--- src/rtl/drive_seq_pkg.sv ---
// Shared types for the drive sequencer: state encodings, wheel-direction
// constants and the per-state output decode.
package drive_seq_pkg;

    typedef enum logic [2:0] {
        S_IDLE    = 3'd0,
        S_FORWARD = 3'd1,
        S_BRAKE   = 3'd2,
        S_REVERSE = 3'd3,
        S_TURN    = 3'd4,
        S_FAULT   = 3'd5
    } state_t;

    localparam logic FORWARDS  = 1'b1;
    localparam logic BACKWARDS = 1'b0;

    typedef struct packed {
        logic motor_en;
        logic direction;
        logic dir_l;
        logic dir_r;
    } drive_t;

    // Moore output table; IDLE and FAULT park the motors with the front sensor selected.
    function automatic drive_t drive_for(state_t s);
        drive_t d;
        d = '{1'b0, FORWARDS, FORWARDS, FORWARDS};
        case (s)
            S_FORWARD: d = '{1'b1, FORWARDS,  FORWARDS,  FORWARDS};
            S_BRAKE:   d = '{1'b0, BACKWARDS, FORWARDS,  FORWARDS};
            S_REVERSE: d = '{1'b1, BACKWARDS, BACKWARDS, BACKWARDS};
            S_TURN:    d = '{1'b1, FORWARDS,  BACKWARDS, FORWARDS};
            default:   d = '{1'b0, FORWARDS,  FORWARDS,  FORWARDS};
        endcase
        return d;
    endfunction

endpackage

--- src/rtl/drive_seq_timer.sv ---
// State timer: synchronous clear, saturating up-count, and a terminal flag
// raised when the count equals a runtime-selected limit.
module drive_seq_timer #(
    parameter int TIMER_W = 26
) (
    input  logic               clk,
    input  logic               rst,
    input  logic               clear,
    input  logic [TIMER_W-1:0] limit,
    output logic [TIMER_W-1:0] value,
    output logic               done
);

    // NOTE: sequential state is updated with non-blocking assignments only.
    always_ff @(posedge clk) begin
        if (rst) begin
            value <= '0;
        end else if (clear) begin
            value <= '0;
        end else if (value != '1) begin
            value <= value + TIMER_W'(1);
        end
    end

    assign done = (value == limit);

endmodule

--- src/rtl/drive_sequencer.sv ---
// Bump-and-turn drive sequencer (FORWARD/BRAKE/REVERSE/TURN) with registered outputs.
// Optional retry limit with FAULT state: define DRIVE_SEQ_RETRY_LIMIT_EN.
module drive_sequencer
    import drive_seq_pkg::*;
#(
    parameter int STOP_CYCLES    = 50_000,
    parameter int REVERSE_CYCLES = 25_000_000,
    parameter int TURN_CYCLES    = 12_500_000,
    parameter int TIMER_W        = 26,
    parameter int MAX_RETRIES    = 4
) (
    input  logic       clk,
    input  logic       rst,
    input  logic       start,
    input  logic       halt,
    input  logic       col_ok,
    output logic       direction,
    output logic       motor_en,
    output logic       motor_dir_l,
    output logic       motor_dir_r,
    output logic       busy,
    output logic       fault,
    output logic [2:0] state_dbg
);

    localparam logic [TIMER_W-1:0] STOP_LAST = TIMER_W'(STOP_CYCLES - 1);
    localparam logic [TIMER_W-1:0] STOP_MIN  = TIMER_W'(STOP_CYCLES);
    localparam logic [TIMER_W-1:0] REV_LAST  = TIMER_W'(REVERSE_CYCLES - 1);
    localparam logic [TIMER_W-1:0] TURN_LAST = TIMER_W'(TURN_CYCLES - 1);

    if (STOP_CYCLES < 1 || REVERSE_CYCLES < 1 || TURN_CYCLES < 1 || MAX_RETRIES < 1 ||
        (longint'(STOP_CYCLES)    >> TIMER_W) != 0 ||
        (longint'(REVERSE_CYCLES) >> TIMER_W) != 0 ||
        (longint'(TURN_CYCLES)    >> TIMER_W) != 0) begin : g_bad_params
        $error("drive_sequencer: cycle counts must satisfy 1 <= N < 2**TIMER_W");
    end

    state_t             state;
    state_t             next_state;
    drive_t             drive_q;
    logic               busy_q;
    logic [TIMER_W-1:0] timer;
    logic [TIMER_W-1:0] limit;
    logic               timer_done;
    logic               retry_hit;

    // FORWARD shares the TURN limit: a full TURN_CYCLES of clear driving forgives past retries.
    always_comb begin
        case (state)
            S_BRAKE:   limit = STOP_LAST;
            S_REVERSE: limit = REV_LAST;
            default:   limit = TURN_LAST;
        endcase
    end

    drive_seq_timer #(.TIMER_W(TIMER_W)) u_timer (
        .clk   (clk),
        .rst   (rst),
        .clear (next_state != state),
        .limit (limit),
        .value (timer),
        .done  (timer_done)
    );

`ifdef DRIVE_SEQ_RETRY_LIMIT_EN
    localparam int RETRY_W = $clog2(MAX_RETRIES + 1);

    logic [RETRY_W-1:0] retries;
    logic [RETRY_W-1:0] retry_base;
    logic [RETRY_W-1:0] retry_inc;
    logic               fault_q;

    assign retry_base = (state == S_FORWARD && timer_done) ? '0 : retries;
    assign retry_inc  = retry_base + RETRY_W'(1);
    assign retry_hit  = (retry_inc == RETRY_W'(MAX_RETRIES));

    always_ff @(posedge clk) begin
        if (rst || state == S_IDLE) begin
            retries <= '0;
        end else if (state == S_FORWARD && !halt) begin
            if (!col_ok)         retries <= retry_inc;
            else if (timer_done) retries <= '0;
        end
    end

    always_ff @(posedge clk) begin
        if (rst) fault_q <= 1'b0;
        else     fault_q <= (next_state == S_FAULT);
    end

    assign fault = fault_q;
`else
    assign retry_hit = 1'b0;
    assign fault     = 1'b0;
`endif

    // NOTE: every always_comb output gets a default first so no latch is inferred.
    always_comb begin
        next_state = state;
        case (state)
            S_IDLE:    if (start) next_state = S_FORWARD;
            S_FORWARD: if (!col_ok) next_state = retry_hit ? S_FAULT : S_BRAKE;
            S_BRAKE:   if (timer_done) next_state = S_REVERSE;
            S_REVERSE: if (timer_done || (!col_ok && timer >= STOP_MIN)) next_state = S_TURN;
            S_TURN:    if (timer_done) next_state = S_FORWARD;
            S_FAULT:   next_state = S_FAULT;
            default:   next_state = S_IDLE;
        endcase
        if (halt) next_state = S_IDLE;
    end

    always_ff @(posedge clk) begin
        if (rst) begin
            state   <= S_IDLE;
            drive_q <= drive_for(S_IDLE);
            busy_q  <= 1'b0;
        end else begin
            state   <= next_state;
            drive_q <= drive_for(next_state);
            busy_q  <= (next_state != S_IDLE);
        end
    end

    assign motor_en    = drive_q.motor_en;
    assign direction   = drive_q.direction;
    assign motor_dir_l = drive_q.dir_l;
    assign motor_dir_r = drive_q.dir_r;
    assign busy        = busy_q;
    assign state_dbg   = state;

endmodule

--- config.mk ---
export PLATFORM = sky130hd
export DESIGN_NAME = drive_sequencer
export DESIGN_NICKNAME = d
export VERILOG_FILES = /design/src/rtl/drive_seq_pkg.sv /design/src/rtl/drive_seq_timer.sv /design/src/rtl/drive_sequencer.sv
export SDC_FILE = /design/constraint.sdc
export NUM_CORES = 1
export LEC_CHECK = 0
export CORE_ASPECT_RATIO = 0.8
export CORE_MARGIN = 2
export CORE_UTILIZATION = 50
export CTS_BUF_LIST = sky130_fd_sc_hd__clkbuf_8
export DETAILED_ROUTE_END_ITERATION = 10
export PLACE_DENSITY_LB_ADDON = 0.1
export SLEW_MARGIN = 10
export SYNTH_ARGS = -nofsm -noshare
export SYNTH_HDL_FRONTEND = slang
export SYNTH_SLANG_ARGS = --single-unit
--- constraint.sdc ---
create_clock -name clk -period 2.47 [get_ports clk]
set_clock_uncertainty 0.05 [all_clocks]
set_input_delay 0.494 -clock clk [delete_from_list [all_inputs] [get_ports clk]]
set_output_delay 0.494 -clock clk [all_outputs]
set_load 0.05 [all_outputs]
# ---- Yosys cells after proc, flatten, opt, wreduce, memory -nomap -nowiden
# Cells that the tools add are included.
dict set report word_totals {
  elab_cells 36
  regBits 34
  out_inout_bits 9
}
dict set report op_classes {
  n_addsub 1
  mux 9
  magnitude_cmp 1
  eq_ne 12
  n_reduce_logical 6
}
# cell n
set op_table {}
lappend op_table {{25-bit case mux with 2 select lines} 1}
lappend op_table {{26-bit by 1-bit adder with 26-bit output, second input constant} 1}
lappend op_table {{26-bit by 25-bit equality test with 1-bit output} 1}
lappend op_table {{26-bit by 16-bit >= comparator with 1-bit output, second input constant} 1}
lappend op_table {{26-bit inequality test, second input constant} 1}
lappend op_table {{3-bit two-way mux} 6}
lappend op_table {{3-bit case mux with 6 select lines} 1}
lappend op_table {{4-bit case mux with 4 select lines} 1}
lappend op_table {{3-bit by 2-bit equality test with 1-bit output, second input constant} 4}
lappend op_table {{3-bit equality test, second input constant} 3}
lappend op_table {{3-bit by 1-bit equality test with 1-bit output, second input constant} 2}
lappend op_table {{3-bit zero test} 1}
lappend op_table {{3-bit inequality test} 1}
lappend op_table {{3-bit nonzero test} 1}
lappend op_table {{2-bit OR reduction} 1}
lappend op_table {{1-bit logical AND} 1}
lappend op_table {{1-bit zero test} 1}
lappend op_table {{1-bit logical OR} 1}

# ---- Depth between registers and ports, before layout
dict set report depth {
  depth_word 9
  mapped_depth 10
}

# ---- Modules after synthesis
# From an unflattened synthesis, not the netlist that was laid out.
dict set report hier_totals {
  hier_cells 282
  area_unflattened_um2 2247.2
}
# module area_each_um2 instances cells_each
set by_module_without_submodules {}
lappend by_module_without_submodules {drive_seq_timer 1614.0 1 193}
lappend by_module_without_submodules {drive_sequencer 633.1 1 89}

# ---- Worst setup path before layout
# OpenSTA, ideal clock, no wires.
dict set report synth_timing {
  path_type {reg2reg}
  start {register state[0] (netlist: state_dbg[0])}
  end {register busy_q (netlist: busy)}
  stages_incl_launch_ff 9
  n_path_buf 1
  setup_slack_ns -0.218
  period_less_slack_ns 2.688
  t_arrival_ns 2.511
  path_cell_list {dfxtp_1 > buf_4 > nor3b_2 > or4_4 > a221oi_4 > a21oi_2 > o21ai_2 > a211oi_1 > or3_1}
}
dict set report synth_between {
  elab_chain_len 8
}
# element line_no
set synth_rtl {}
lappend synth_rtl {{start: declaration} drive_sequencer.sv:38} ;# state_t state;
lappend synth_rtl {{start signal: assignment} drive_sequencer.sv:118} ;# state <= next_state;
lappend synth_rtl {{3-bit by 2-bit equality test with 1-bit output} {drive_sequencer.sv:49, drive_sequencer.sv:100}}
lappend synth_rtl {{25-bit case mux with 2 select lines} drive_sequencer.sv:49} ;# case (state)
lappend synth_rtl {{26-bit by 25-bit equality test with 1-bit output} drive_seq_timer.sv:25} ;# assign done = (value == limit);
lappend synth_rtl {{1-bit logical OR} drive_sequencer.sv:104} ;# S_REVERSE: if (timer_done || (!col_ok && timer >= STOP_MIN)) next_state = S_TURN;
lappend synth_rtl {{3-bit two-way mux} drive_sequencer.sv:104}
lappend synth_rtl {{3-bit case mux with 6 select lines *} drive_sequencer.sv:100} ;# case (state)
lappend synth_rtl {{3-bit two-way mux *} drive_sequencer.sv:109} ;# if (halt) next_state = S_IDLE;
lappend synth_rtl {{3-bit nonzero test *} drive_sequencer.sv:120} ;# busy_q <= (next_state != S_IDLE);
lappend synth_rtl {{end signal: assignment} drive_sequencer.sv:120}
lappend synth_rtl {{end: declaration} drive_sequencer.sv:41} ;# logic busy_q;
# Mark *: on every way between the ends. The rest lies on a longest branch, timed or not.
# A chain may end at the register's enable or synchronous reset.

# ---- Final worst setup path
dict set report layout_timing {
  start {register u_timer.value[8]}
  end {register u_timer.value[20]}
}
dict set report layout_between {
  elab_chain_len 8
}
# element line_no
set layout_rtl {}
lappend layout_rtl {{start: declaration} drive_seq_timer.sv:10} ;# output logic [TIMER_W-1:0] value,
lappend layout_rtl {{start signal: assignment} drive_seq_timer.sv:21} ;# value <= value + TIMER_W'(1);
lappend layout_rtl {{26-bit by 16-bit >= comparator with 1-bit output} drive_sequencer.sv:104}
lappend layout_rtl {{1-bit logical AND} drive_sequencer.sv:104}
lappend layout_rtl {{1-bit logical OR} drive_sequencer.sv:104}
lappend layout_rtl {{3-bit two-way mux} drive_sequencer.sv:104}
lappend layout_rtl {{3-bit case mux with 6 select lines} drive_sequencer.sv:100}
lappend layout_rtl {{3-bit two-way mux} drive_sequencer.sv:109}
lappend layout_rtl {{3-bit inequality test} drive_sequencer.sv:59} ;# .clear (next_state != state),
lappend layout_rtl {{2-bit OR reduction (no source line)} n/a}
# Several ways; a longest one is shown, not always the timed one.

==> summary.md <==
| Metric | Value |
|---|---|
| Final Critical Period | `2.392 ns` |
| Clock-pin slew on the worst setup and hold paths | `0.07 ns` |
| Cts hold-fix bufs | `0` |
| Worst Reg2Reg Path Length in Cells | `8` |
| Mapped Cells | `246` |
| DR vias | `1802` |
| Max rail drop VDD | `438.0 µV` |
| Hold depth | `2` |
| Nets | `277` |
| Die Area | `4569 µm²` |
| Worst EP arrival | `2.52 ns` |
| Die width | `75.08 µm` |
| CTS tree | `done` |
| Seq/Total Area, Yosys | `33.68%` |
| Pin count of the biggest net entering global routing | `27` |
| Prevailing post-synth register cell | `dfxtp_1` |
| Setup Viol. Count Final | `0` |
| Max clock buf depth | `2` |
| Max Transition Viols Final | `0` |
| Syn Nets | `253` |
| Power share of the clock group | `48.7%` |
| DR iter-0 viols | `158` |
| GR Overflow Total | `0` |
| Drt via density | `5.528` |
| HP Class | `reg -> reg` |
| Starting Density | `52.78%` |
| Yosys cell types | `60` |
| #FFs+latches synth | `34` |
| Worst-Margin Slew | `0.6069 ns` |
| Filler instances | `337` |
| GPL Wtd Cong | `0.8551` |
| Syn_area_per_cell | `8.214 µm²` |
| Ys async rst share | `0%` |
| Setup crit start kind | `register` |
| Synth warn | `0` |
| R2R setup slack | `0.08 ns` |
| Worst setup EP type | `register` |
| Die Span Y | `60.86 µm` |
| Static Leak | `0.8853 nW` |
| H-tree Lvls | `2` |
| Top-area cell type share of the netlist area | `33.68%` |
| Comb pwr share | `7.1%` |
| Core Area | `3829 µm²` |
| Max-Cap Viols | `0` |
| Worst Path Class, Setup | `reg -> reg` |
| Root buf cell | `clkbuf_8` |
| Finished Core Util | `64.18%` |
| DR pass1 iterations | `4` |
| Ant diodes | `0` |
| Residual DRC count | `0` |
| Reg2reg end | `u_timer.value[20]$_SDFFE_PP0P_` |
| Status | `finished clean` |
| Sequential group share of total power | `44.1%` |
| Drt total wl | `4481 µm` |
| Max-slew headroom | `59.35%` |
| Vias in the first global route | `1600` |
| Int Pwr | `0.9949 mW` |
| Finished Cell Area | `2457 µm²` |
| FMAX | `0.4181 GHz` |
| Power per cell area | `515.5 nW/µm²` |
| Number of flops mapped to enable cells by yosys | `0` |
| Cell taking the most area after synthesis | `dfxtp_1` |
| Routed Antenna Nets | `0` |
| Synthesized area | `2021 µm²` |
| Crit-path max FO | `26` |
| Final Cycle Share | `96.82%` |
| Final Hold Fails | `0` |
| Critical Path RT | `2.60 ns` |
| Switching Power | `0.2718 mW` |
| All-Layer GR Usage | `22.01%` |
| I/O Buffers | `12` |
| Hold path start | `u_timer.value[21]$_SDFFE_PP0P_` |
| First-pass GRT wire length | `7665 µm` |
| Top post-synthesis cells by area | `dfxtp_1, nor2_1, xnor2_1, xor2_1, nand2_1` |
| Net Sw Frac | `21.45%` |
| Sink Count | `34` |
| Reg-to-reg startpoint | `u_timer.value[8]$_SDFFE_PP0P_` |
| RSZ-0062 raised after global routing | `yes` |
| Placed cell area | `2283 µm²` |
| Dpl hpwl | `3285 µm` |
| Hold EP | `u_timer.value[21]$_SDFFE_PP0P_` |
| Initial antenna violation count | `0` |
| Clk Latency, worst-skew pair | `0.28 ns` |
| IO Pins | `14` |
| Top cells by instance count after synthesis | `dfxtp_1, nor2_1, nand2_1, inv_1, nand3_1` |
| CTS buffer count | `5` |
| Layout cells sized above 1 | `18.08%` |
| Most common cell in the netlist | `dfxtp_1` |
| Area grow syn2layout | `21.61%` |
| FP Rows | `20` |
| WL/cell | `13.75 µm` |
## how the worst max path moves through the flow
stage,slack (ns),to,from
floorplan,0.06,busy$_SDFF_PP0_,state_dbg[0]$_SDFF_PP0_
global placement,0.08,u_timer.value[10]$_SDFFE_PP0P_,halt
detailed placement,0.10,u_timer.value[10]$_SDFFE_PP0P_,u_timer.value[12]$_SDFFE_PP0P_
CTS,0.08,u_timer.value[10]$_SDFFE_PP0P_,u_timer.value[12]$_SDFFE_PP0P_
global route,-0.03,u_timer.value[9]$_SDFFE_PP0P_,u_timer.value[8]$_SDFFE_PP0P_
finish,0.08,u_timer.value[20]$_SDFFE_PP0P_,u_timer.value[8]$_SDFFE_PP0P_
## repair_timing
action	in CTS	in global routing
setup buffers	0	1
endpoints found under the setup margin	0	28
gates resized for setup	0	9
## kinds of logic after synthesis
logic type               after synthesis  share of synthesized area (%)
AO/OA/AOI/OAI                         34                          13.38
AND/OR/NAND/NOR                      120                          32.45
multiplexers                           6                          2.972
other                                  1                         0.1856
XOR/XNOR                              22                          9.535
flip-flops                            34                          33.68
adder cells (fa/ha/maj)                2                          1.238
buffers and inverters                 27                          6.563
## power by group through the flow
stage	Combinational [mW]	Sequential [mW]	Clock, mW
2_1_floorplan	0.0518	0.582	0
3_3_place_gp	0.0904	0.571	0
3_5_place_dp	0.0902	0.572	0
4_1_cts	0.0904	0.559	0.630
5_1_grt	0.0994	0.560	0.651
6_report	0.0902	0.559	0.618
## state kept, by name (all words and copies together) (netlist names)
signal / count
motor_dir_r: 1
motor_dir_l: 1
u_timer.value: 26
state_dbg: 3
motor_en: 1
direction: 1
busy: 1
## cell usage in the layout, fill, tap and decap left out, types with 2 or more instances in the layout
| cell | count |
|---|---|
| nor2_1 | 32 |
| dfxtp_1 | 27 |
| nand2_1 | 23 |
| buf_4 | 19 |
| inv_1 | 12 |
| nand3_1 | 12 |
| clkdlybuf4s50_1 | 12 |
| xnor2_1 | 11 |
| xor2_1 | 11 |
| nand4_1 | 10 |
| a21oi_1 | 8 |
| nor3_1 | 7 |
| and3_1 | 7 |
| mux2i_1 | 6 |
| dfxtp_2 | 6 |
| clkbuf_8 | 5 |
| nor2b_1 | 3 |
| o21ai_0 | 3 |
| nor4b_1 | 2 |
| nand2b_1 | 2 |
| nand3b_1 | 2 |
| nor4_4 | 2 |
| a311oi_2 | 2 |
| or3_1 | 2 |
| nor4_1 | 2 |
| and4_1 | 2 |
| a31oi_1 | 2 |
| a211oi_1 | 2 |
| ha_1 | 2 |
| bufinv_16 | 2 |
## final cells by class
cell class,instances,area (µm²),area share [%]
Tap cell,55,68.82,2.800
Timing Repair Buffer,32,282.8,11.51
Sequential cell,34,691.9,28.16
Multi-Input combinational cell,185,1231,50.10
Clock buffer,5,68.82,2.800
Inverter,12,45.04,1.833
Clock inverter,3,68.82,2.800
## critical path, cell delays in order (launching register included)
cell	delay [ns]
dfxtp_2	0.32
or2_4	0.25
or4_4	0.52
a221oi_4	0.40
a311oi_2	0.15
o21bai_1	0.14
a2111o_1	0.20
buf_12	0.18
nor2_1	0.07
## per-stage QoR
step	TNS, ns	worst slack (ns)	power (mW)	instances	hold slack, ns
after CTS	0	0.08205	1.279	325	0.5103
after detailed placement	0	0.1049	0.6621	317	0.4889
final	0	0.07849	1.267	326	0.5159
after global placement	0	0.07818	0.6617	317	0.4820
after floorplan	0	0.06322	0.6342	246	0.4620
after global routing	-0.4239	-0.03008	1.311	326	0.5558
## layer usage
metal / vias up / global-route usage, % / wire length (µm)
met4: 0 / 5.102 / 22
met3: 2 / 6.645 / 209
li1: 917 / - / -
met5: - / 0 / 0
met1: 851 / 32.66 / 2304
met2: 32 / 31.20 / 1944
No activity file was read; power rests on OpenSTA's default activity.
==> RTL change (config.mk and constraints unchanged) <==
Register the input `start` before use. The logic sees it one clock later. The other inputs are not delayed to match.
--- a/src/rtl/drive_sequencer.sv
+++ b/src/rtl/drive_sequencer.sv
@@ -27,6 +27,12 @@
     localparam logic [TIMER_W-1:0] STOP_MIN  = TIMER_W'(STOP_CYCLES);
     localparam logic [TIMER_W-1:0] REV_LAST  = TIMER_W'(REVERSE_CYCLES - 1);
     localparam logic [TIMER_W-1:0] TURN_LAST = TIMER_W'(TURN_CYCLES - 1);
+
+    logic start_q;
+
+    always_ff @(posedge clk) begin
+        start_q <= start;
+    end
 
     if (STOP_CYCLES < 1 || REVERSE_CYCLES < 1 || TURN_CYCLES < 1 || MAX_RETRIES < 1 ||
         (longint'(STOP_CYCLES)    >> TIMER_W) != 0 ||
@@ -98,7 +104,7 @@
     always_comb begin
         next_state = state;
         case (state)
-            S_IDLE:    if (start) next_state = S_FORWARD;
+            S_IDLE:    if (start_q) next_state = S_FORWARD;
             S_FORWARD: if (!col_ok) next_state = retry_hit ? S_FAULT : S_BRAKE;
             S_BRAKE:   if (timer_done) next_state = S_REVERSE;
             S_REVERSE: if (timer_done || (!col_ok && timer >= STOP_MIN)) next_state = S_TURN;
Formal check against the unedited RTL: not equivalent (a bounded check fails within 4 cycles, from zero or initial values and one cycle with rst high).
==> RTL change against the unedited design <==
The flow now finishes with violations (setup timing). Global-route usage grew 3.4 points. Total power is essentially flat. Critical endpoint is now u_timer.value[24]$_SDFFE_PP0P_. Die area shrank 6.8%. Synthesized cell count shrank 5.7%. Sequential cell count grew 1. Largest power group is now registers. Final area grew 3.8%. Setup slack lost 0.26 ns. Routed wire length grew 20%. Area after synthesis shrank 7.2%. Maximum frequency shrank 9.7%.
==> RTL change: results (changes against the unedited design) <==
{
  "status": {
    "run_status": "complete, but fails checks",
    "failed_checks": "setup timing"
  },
  "route": {
    "dr.pass1.iters": {"value": 5, "change": "+1"},
    "dr_total_vias": {"value": 1965, "change": "+9.0%"},
    "wire_per_inst": {"value": 16.78, "unit": "um", "change": "+22%"},
    "drt_first_iter_violations": {"value": 169, "change": "+7.0%"},
    "drt_wl_total": {"value": 5368, "unit": "um", "change": "+20%"}
  },
  "sta": {
    "finalSetupViolCount": {"value": 26, "change": "+26"},
    "worst_slack": {"value": -0.1775, "unit": "ns", "change": "-0.2559 ns"},
    "timing.setup.tns": {"value": -3.000, "unit": "ns", "change": "-3.000 ns"}
  },
  "synthesis": {
    "postSynthNetCount": {"value": 239, "change": "-5.5%"},
    "ys_top_cells_by_count": "sky130_fd_sc_hd__nor2_1, sky130_fd_sc_hd__dfxtp_1, sky130_fd_sc_hd__xor2_1",
    "synth.avg_cell_area": {"value": 8.084, "unit": "um2", "change": "-1.6%"},
    "netlist_top_cells_area": "sky130_fd_sc_hd__dfxtp_1, sky130_fd_sc_hd__nor2_1, sky130_fd_sc_hd__xor2_1",
    "library_cells_used_by_synthesis": {"value": 46, "change": "-23%"},
    "yosysSeqAreaShare": {"value": 37.36, "unit": "%", "change": "+3.7 points"}
  },
  "placed_design": {
    "preCtsSetupSlack": {"value": -0.3369, "unit": "ns", "change": "-0.4418 ns"},
    "gp_routability_congestion": {"value": 0.8190, "change": "-4.2%"},
    "placed_cells_incl_taps": {"value": 308, "change": "-2.8%"},
    "post-dp-hpwl": {"value": 3369, "unit": "um", "change": "+2.6%"},
    "placement.cell_area": {"value": 2268, "unit": "um2", "change": "-0.66%"}
  },
  "critical_path": {
    "cp_slowest_stage_delay": {"value": 0.49, "unit": "ns", "change": "-0.03 ns"},
    "crit-reg2reg-capture": "u_timer.value[24]$_SDFFE_PP0P_",
    "crit_family": "simple AND/OR/NAND/NOR gates",
    "critical_path_arrival": {"value": 2.83, "unit": "ns", "change": "+0.31 ns"},
    "worstPathMaxFanout": {"value": 7, "change": "-73%"},
    "ff2ff_setup_slack": {"value": -0.18, "unit": "ns", "change": "-0.26 ns"}
  },
  "grt": {
    "first_global_vias": {"value": 1721, "change": "+7.6%"},
    "grt_pass1_wl": {"value": 8162, "unit": "um", "change": "+6.5%"},
    "grt_max_degree": {"value": 14, "change": "-48%"},
    "grt_antenna_before_repair": {"value": 0, "change": "unchanged"},
    "grt_use_total": {"value": 25.41, "unit": "%", "change": "+3.4 points"}
  },
  "finish": {
    "final_nets": {"value": 284, "change": "+2.5%"},
    "layout-drive-gt1-share": {"value": 31.29, "unit": "%", "change": "+13 points"}
  },
  "clocking": {
    "clock_insertion_delay_worst_skew": {"value": 0.30, "unit": "ns", "change": "+0.02 ns"}
  },
  "min_path": {
    "worst_hold_path_type": "flip-flop to flip-flop",
    "timing.hold.worst.start": "u_timer.value[2]$_SDFFE_PP0P_"
  },
  "power_and_ir_drop": {
    "power.ir.vdd_worst": {"value": 0.0003483, "unit": "V", "change": "-20%"},
    "power.static_leakage": {"value": 0.9405, "unit": "nW", "change": "+6.2%"}
  }
}
==> RTL change: layer usage <==
layer | up-vias | part of all wire (%) | GRT usage, %
li1 | 919 | - | -
met4 | 0 | 2.4 | 6.614
met3 | 22 | 8.9 | 7.534
met5 | - | 0 | 0
met2 | 106 | 45 | 38.01
met1 | 918 | 44 | 36.03
==> RTL change: cell families after synthesis <==
family,synth area share [%]
AOI/OAI and AO/OA,10.07
xor gates and xnor gates,10.74
adders and majority gates,1.868
buffers and inverters,5.538
DFF,37.36
muxes,1.868
other,0.1999
and+or+nand+nor,32.35
==> RTL change: layout make-up <==
type | count | area (um2)
Clock buffer | 5 | 68.82
Clock inverter | 3 | 47.55
Fill cell | 268 | 967.2
Inverter | 8 | 30.03
Multi-Input combinational cell | 180 | 1250
Sequential cell | 35 | 715.7
Tap cell | 42 | 52.55
Timing Repair Buffer | 47 | 386.6
==> RTL change: how the worst min path moves through the flow <==
stage                                           endpoint  slack (ns)  depth (start not counted)
after floorplan            u_timer.value[2]$_SDFFE_PP0P_        0.43                          2
after CTS                  u_timer.value[2]$_SDFFE_PP0P_        0.50                          2
after detailed placement   u_timer.value[2]$_SDFFE_PP0P_        0.45                          2
after global routing      u_timer.value[24]$_SDFFE_PP0P_        0.57                          2
after global placement     u_timer.value[2]$_SDFFE_PP0P_        0.45                          2
final                      u_timer.value[2]$_SDFFE_PP0P_        0.54                          2
==> RTL change: power breakdown <==
part / switching (mW) / leakage (nW) / internal (mW)
logic: 0.0846 / 0.594 / 0.0552
clock network: 0.243 / 0.0587 / 0.306
registers: 0.00725 / 0.288 / 0.572
==> RTL change: worst reg2reg max path: cells and delay by family (launching register included) <==
family,cells,cell delay [ns]
AO/OA/AOI/OAI,3,0.66
multiplexers,1,0.40
flip-flops,1,0.32
AND/OR/NAND/NOR,3,1.15
==> RTL change: through the flow <==
stage	power, mW	hold WS [ns]
final	1.267	0.5354
after floorplan	0.6685	0.4313
after global placement	0.6918	0.4520
after detailed placement	0.6955	0.4513
after CTS	1.251	0.5027
after global routing	1.314	0.5710
==> RTL change: repair_timing <==
item / in CTS / in global routing
gates cloned: 2 / 1
resized for setup: 10 / 21
buffers inserted: 0 / 1
pin swaps: 11 / 16
endpoints found under the setup margin: 26 / 30
